File: src/rtl/sync_updown_counter.sv
// sync_updown_counter
//
// Parametrised synchronous up/down counter with count enable, synchronous
// parallel load (clamped to the count range), a combinational terminal-count
// output for cascading, a registered one-cycle wrap pulse and a sticky
// overflow flag.
//
// Build option:
//   SYNC_UPDOWN_COUNTER_SAT_EN  - when defined, a step past either end of the
//                                 range holds the count at that end (saturating
//                                 mode). The blocked step still pulses wrap and
//                                 sets ovf. When undefined the count wraps.
//
// Parameters:
//   WIDTH    counter width in bits (>= 1)
//   MODULUS  count range is 0..MODULUS-1 (2 <= MODULUS <= 2**WIDTH)
//
// Ports:
//   clk      rising-edge clock
//   rst_n    synchronous active-low reset (q, wrap, ovf -> 0)
//   en       count enable
//   up_dn    direction, 1 = up, 0 = down
//   load     synchronous parallel load, takes priority over en
//   d        load value (values above MODULUS-1 clamp to MODULUS-1)
//   clr_ovf  clears the sticky overflow flag; a same-edge crossing wins
//   q        registered count value
//   tc       combinational terminal count: en & (at top when up / at 0 when down)
//   wrap     registered pulse, high for the cycle after a boundary crossing
//   ovf      registered sticky boundary-crossing flag

module sync_updown_counter #(
  parameter int WIDTH   = 3,
  parameter int MODULUS = 8
) (
  input  logic             clk,
  input  logic             rst_n,
  input  logic             en,
  input  logic             up_dn,
  input  logic             load,
  input  logic [WIDTH-1:0] d,
  input  logic             clr_ovf,
  output logic [WIDTH-1:0] q,
  output logic             tc,
  output logic             wrap,
  output logic             ovf
);

  // MODULUS-1 always fits in WIDTH bits, even when MODULUS == 2**WIDTH, so
  // every compare below is done against this constant rather than MODULUS.
  localparam logic [WIDTH-1:0] MAX_VAL = WIDTH'(MODULUS - 1);

  logic [WIDTH-1:0] q_reg, q_next;
  logic             wrap_reg, wrap_next;
  logic             ovf_reg, ovf_next;
  logic             at_max, at_zero;
  logic             crossing;

  assign at_max  = (q_reg == MAX_VAL);
  assign at_zero = (q_reg == '0);

  // Terminal count looks only at en/up_dn/q, so it stays asserted during a load.
  assign tc = en & (up_dn ? at_max : at_zero);

  always_comb begin
    q_next    = q_reg;
    crossing  = 1'b0;

    if (load) begin
      q_next = (d > MAX_VAL) ? MAX_VAL : d;
    end else if (en) begin
      if (up_dn) begin
        if (at_max) begin
          crossing = 1'b1;
`ifdef SYNC_UPDOWN_COUNTER_SAT_EN
          q_next   = MAX_VAL;
`else
          q_next   = '0;
`endif
        end else begin
          // Not at the top, so the increment cannot leave the range.
          q_next = q_reg + 1'b1;
        end
      end else begin
        if (at_zero) begin
          crossing = 1'b1;
`ifdef SYNC_UPDOWN_COUNTER_SAT_EN
          q_next   = '0;
`else
          q_next   = MAX_VAL;
`endif
        end else begin
          q_next = q_reg - 1'b1;
        end
      end
    end

    // wrap only ever reflects the step just taken; load and hold clear it.
    wrap_next = crossing;
    // A crossing at the same edge as clr_ovf leaves the flag set.
    ovf_next  = crossing | (ovf_reg & ~clr_ovf);
  end

  always_ff @(posedge clk) begin
    if (!rst_n) begin
      q_reg    <= '0;
      wrap_reg <= 1'b0;
      ovf_reg  <= 1'b0;
    end else begin
      q_reg    <= q_next;
      wrap_reg <= wrap_next;
      ovf_reg  <= ovf_next;
    end
  end

  assign q    = q_reg;
  assign wrap = wrap_reg;
  assign ovf  = ovf_reg;

endmodule

File: config.mk
export PLATFORM = sky130hd
export DESIGN_NAME = sync_updown_counter
export DESIGN_NICKNAME = d
export VERILOG_FILES = /design/src/rtl/sync_updown_counter.sv
export SDC_FILE = /design/constraint.sdc
export NUM_CORES = 1
export LEC_CHECK = 0
export ABC_AREA = 1
export CAP_MARGIN = 20
export CORE_AREA = 2 2 39 41
export DETAILED_ROUTE_END_ITERATION = 7
export DIE_AREA = 0 0 41 43
export PLACE_DENSITY = 0.67
export SLEW_MARGIN = 15
export SYNTH_ARGS = -nofsm -noshare
export SYNTH_HDL_FRONTEND = slang
export SYNTH_SLANG_ARGS = --single-unit
File: constraint.sdc
create_clock -name clk -period 1.3 [get_ports clk]
set_clock_uncertainty 0.15 [all_clocks]
set_input_delay 0.26 -clock clk [delete_from_list [all_inputs] [get_ports clk]]
set_output_delay 0.26 -clock clk [all_outputs]
set_load 0.01 [all_outputs]
Word-level counts from Yosys, hierarchy flattened
Index checks and enable logic that the tools add are counted.
Cells by class
  add/subtract/negate cells: 2
  $mul: 0
  div/mod/pow operators: 0
  order comparisons: 1
  equality and inequality tests: 1
  shifts and indexed selects: 0
  mux-type cells: 12
  bitwise logic cells: 4
  reductions and logical operators: 2
Operator list (count)
  2-to-1 mux 3 bit: 6
  2-to-1 mux 1 bit: 6
  adder 3 x 1 -> 3 bit (second input constant): 1
  == test 3 bit (second input constant): 1
  > comparator 3 bit (second input constant): 1
  zero test 3 bit: 1
  subtractor 3 x 1 -> 3 bit (second input constant): 1
  AND 1 bit: 2
  nonzero test 2 bit: 1
  NOT 1 bit: 1
  OR 1 bit: 1
Storage, ports and cells
  register bits: 5
  latch bits: 0
  RAM bits: 0
  memory bits (read-only): 0
  input port bits: 9
  memories kept: 0

Longest topological paths before layout
  depth in word-level cells: 6
  mapped depth: 8
  depth with buffers taken out: 8

Least setup slack after synthesis
OpenSTA, ideal clock, no wires.
  kind: register -> output
  from: register q_reg[0] (netlist: q[0])
  to: output tc
  arrival: 1.013 ns
  setup slack: -0.123 ns
  cell stages (with the launch flop): 7
  path buffers: 0
  cell sequence: dfxtp_1 -> inv_1 -> ha_1 -> nand2_1 -> nand2_1 -> o21ai_2 -> nor2_1
On the way
  word-level cells in the longest chain between the ends: 3
  elaborated cells between the ends (all ways): 4
  classes of those cells: eq/ne: 1; mux: 1; bitwise: 1; reduce/logical: 1
RTL lines
  from (decl): RTL line 52  | logic [WIDTH-1:0] q_reg, q_next;
  from (signal assigned): RTL line 109  | q_reg <= q_next;
  == test 3 bit / zero test 3 bit (equally long branches): RTL line 58, 59
  2-to-1 mux 1 bit (*): RTL line 62  | assign tc = en & (up_dn ? at_max : at_zero);
  AND 1 bit (*): RTL line 62
  to (decl): RTL line 43  | output logic tc,
Mark *: on every way between the ends. The rest lies on a longest branch, timed or not.

Worst setup path after layout
Ends and elaborated chain as after synthesis.

==> impl_results.md <==
* Cell type with the highest aggregate area in the netlist: sky130_fd_sc_hd__dfxtp_1
* Remaining global-route overflow at 0
* R2R setup slack at -290 ps
* Initial Util at 0.2423
* Peak Freq at 0.6123 GHz
* Arrival @ worst endpoint at 1220 ps
* Area of the core region at 1384 um2
* Top cells by area in the synthesized netlist: sky130_fd_sc_hd__dfxtp_1 (30%), sky130_fd_sc_hd__ha_1 (15%), sky130_fd_sc_hd__nand2_1 (10%), sky130_fd_sc_hd__inv_1 (9.0%), sky130_fd_sc_hd__a22oi_1 (6.7%)
* Leakage power at 0.3313 nW
* Cell area power density at 761.9 nW/um2
* Category of the most critical setup path: flip-flop to output port
* Worst Setup Slack post-DPL at -730.3 ps
* Final ANT Viol Nets at 0
* Final standard cell area without fillers at 723.2 um2
* Number of inserted filler cells in the final layout at 139
* Critical path startpoint category: flip-flop
* Count of clock tree sinks at 5
* Wirelength per Cell at 10.10 um
* Wire length of the first global-routing pass at 1669 um
* Violations in the final reports: setup timing
* Max-cap violations at 0
* Fraction of synthesized cell area taken by the top area cell type at 0.2985
* Nature of the critical path endpoint: output port
* RSZ-0062 raised after global routing: true
* TritonCTS clock tree: done
* Routed via count divided by cell count at 4.361
* Die outline area at 1763 um2
* Root cell of the clock tree: sky130_fd_sc_hd__clkbuf_4
* Post-route insts no fill at 97
* Combined area of the multi-input logic cells at 285.3 um2
* Crit share post-route at 1.256
* Share of synthesized area occupied by flip-flops and latches at 0.2985
* Shortest clock period the worst path allows after layout at 1633 ps
* Dpl cells at 91
* Synthesized area per cell at 6.843 um2
* Worst hold-check slack at 319.4 ps
* Most used standard cells in the synthesized netlist: sky130_fd_sc_hd__nand2_1 (9), sky130_fd_sc_hd__inv_1 (8), sky130_fd_sc_hd__dfxtp_1 (5), sky130_fd_sc_hd__nor2_1 (5)
* Flip-flop count of the largest register after layout at 3
* Final number of setup-violating endpoints at 3
* Number of port buffers at 14
* Synthesized netlist cell count at 49
* NumNets Final at 95
* Fraction of registers with async set or reset after synthesis at 0
* Post-layout power at 0.5510 mW
* Slew headroom at 0.8527
* Required time worst endpoint at 890 ps
* CTS H-Tree Depth at 1
* Overall via count from detail_route at 423
* All-layer global routing usage at 0.1419
* Number of rows in the core area at 14
* Pin count of the biggest net entering global routing at 6
* Post-Synthesis Net Count at 62
* Predominant post-synthesis flop cell: sky130_fd_sc_hd__dfxtp_1
* Post-synth design cell area at 335.3 um2
* Result of the run: finished, violations left
* Count of flip-flops with a built-in enable after synthesis at 0
* Detailed-placement wirelength estimate at 763.2 um
* Die extent in y at 43 um
* CP max FO at 4
* Final Hold Violating Endpoints at 0
* Worst Max-Slew Pin Slew at 221.0 ps
* Worst hold-check path type: flip-flop to flip-flop
* Maximum vdd ir drop at 555.3 uV
* Fraction of layout instances using a drive strength above 1 at 0.5432
* # DRC at 0
* Flip-flop and latch count after synthesis at 5
* Total negative slack for setup checks at -871.8 ps
* Number of pins exceeding their max-slew limit in the final report at 0
* Clk_lat worst skew at 240 ps
* Utilization of the core after routing at 0.5226
* Number of global-route vias before repair at 425
* Instance area at placement at 645.6 um2
* Warnings, synthesis at 0
* Clock-pin slew on the worst setup and hold paths at 40 ps
* Placer's final routability congestion estimate at 0.7676
* Die extent in x at 41 um
* Fin worst setup slack at -333.3 ps
* Top-Level Pins at 15
* Antenna cells at 0
* Synthesis-to-layout area growth at 115.7%
* Number of search-and-repair iterations in the first detailed-routing pass at 3
* CTS Buffer Depth at 2
* Aggregate routed wire length at 980 um
* Most common cell in the synthesized netlist: sky130_fd_sc_hd__nand2_1
* Starting DRT DRC Count at 1
* Initial antenna violation count at 0
* Storage cell area at 111.4 um2
* CTS Buf Count at 3
* Post-synth cell types at 14
-- path summary, 6_finish.rpt --
path,to,startpoint,cells past startpoint
max reg2reg,q[1],q[0],8
max,tc,q[0],5
min reg2reg,ovf,ovf,2
min,ovf,ovf,2
-- final cells by class --
class                      instances  share of cell area
multi-input combinational         34              0.3945
timing repair buffer              28              0.3287
sequential                         5              0.1540
inverter                          10             0.05882
clock buffer                       4             0.03633
tap                               16             0.02768
-- kinds of logic after synthesis --
| group | count (synthesis) | share of synthesized area |
|---|---|---|
| AND/OR/NAND/NOR | 19 | 0.2425 |
| buffers and inverters | 10 | 0.1120 |
| adder cells (fa/ha/maj) | 4 | 0.1493 |
| AO/OA/AOI/OAI | 11 | 0.1978 |
| flip-flops | 5 | 0.2985 |
-- layout by cell type (no fill, tap or decap), types with 3 or more instances in the layout --
master,n
sky130_fd_sc_hd__clkdlybuf4s50_1,8
sky130_fd_sc_hd__ha_4,4
sky130_fd_sc_hd__dfxtp_4,3
sky130_fd_sc_hd__nor2_1,3
sky130_fd_sc_hd__inv_1,4
sky130_fd_sc_hd__clkbuf_4,3
sky130_fd_sc_hd__dlygate4sd2_1,3
sky130_fd_sc_hd__buf_4,11
sky130_fd_sc_hd__inv_2,4
sky130_fd_sc_hd__nand2_2,3
sky130_fd_sc_hd__buf_2,3
sky130_fd_sc_hd__buf_6,3
sky130_fd_sc_hd__a22oi_1,3
sky130_fd_sc_hd__nand2_1,7
-- metal layers --
| metal | vias up | track usage | share of wire |
|---|---|---|---|
| li1 | 226 | - | - |
| met1 | 186 | 0.1683 | 0.42 |
| met2 | 9 | 0.2219 | 0.55 |
| met3 | 2 | 0.03141 | 0.023 |
| met4 | 0 | 0.08000 | 0.011 |
| met5 | - | 0 | 0 |
-- repair_timing --
| item | 4_1_cts | 5_1_grt |
|---|---|---|
| endpoints found under the setup margin | 9 | 6 |
| gates resized for setup | 26 | 8 |
| hold endpoints to repair | 0 | 0 |
| setup buffers | 1 | 2 |
| pin swaps | 6 | 6 |
| hold buffers | 0 | 0 |
-- where the power goes --
| part | total [mW] | switching [mW] | leakage (nW) | internal (mW) |
|---|---|---|---|---|
| clock | 0.176 | 0.0606 | 0.0150 | 0.116 |
| combinational | 0.199 | 0.0889 | 0.273 | 0.110 |
| sequential | 0.176 | 0.0132 | 0.0430 | 0.162 |
| total | 0.551 | 0.163 | 0.331 | 0.388 |
-- worst max-delay path: stages (launching register included) --
cell                      delay [ps]
sky130_fd_sc_hd__dfxtp_4         360
sky130_fd_sc_hd__ha_4            160
sky130_fd_sc_hd__ha_4            160
sky130_fd_sc_hd__o21ai_4         130
sky130_fd_sc_hd__nor2_2           50
sky130_fd_sc_hd__buf_2           130
(Power assumes the default switching activity.)
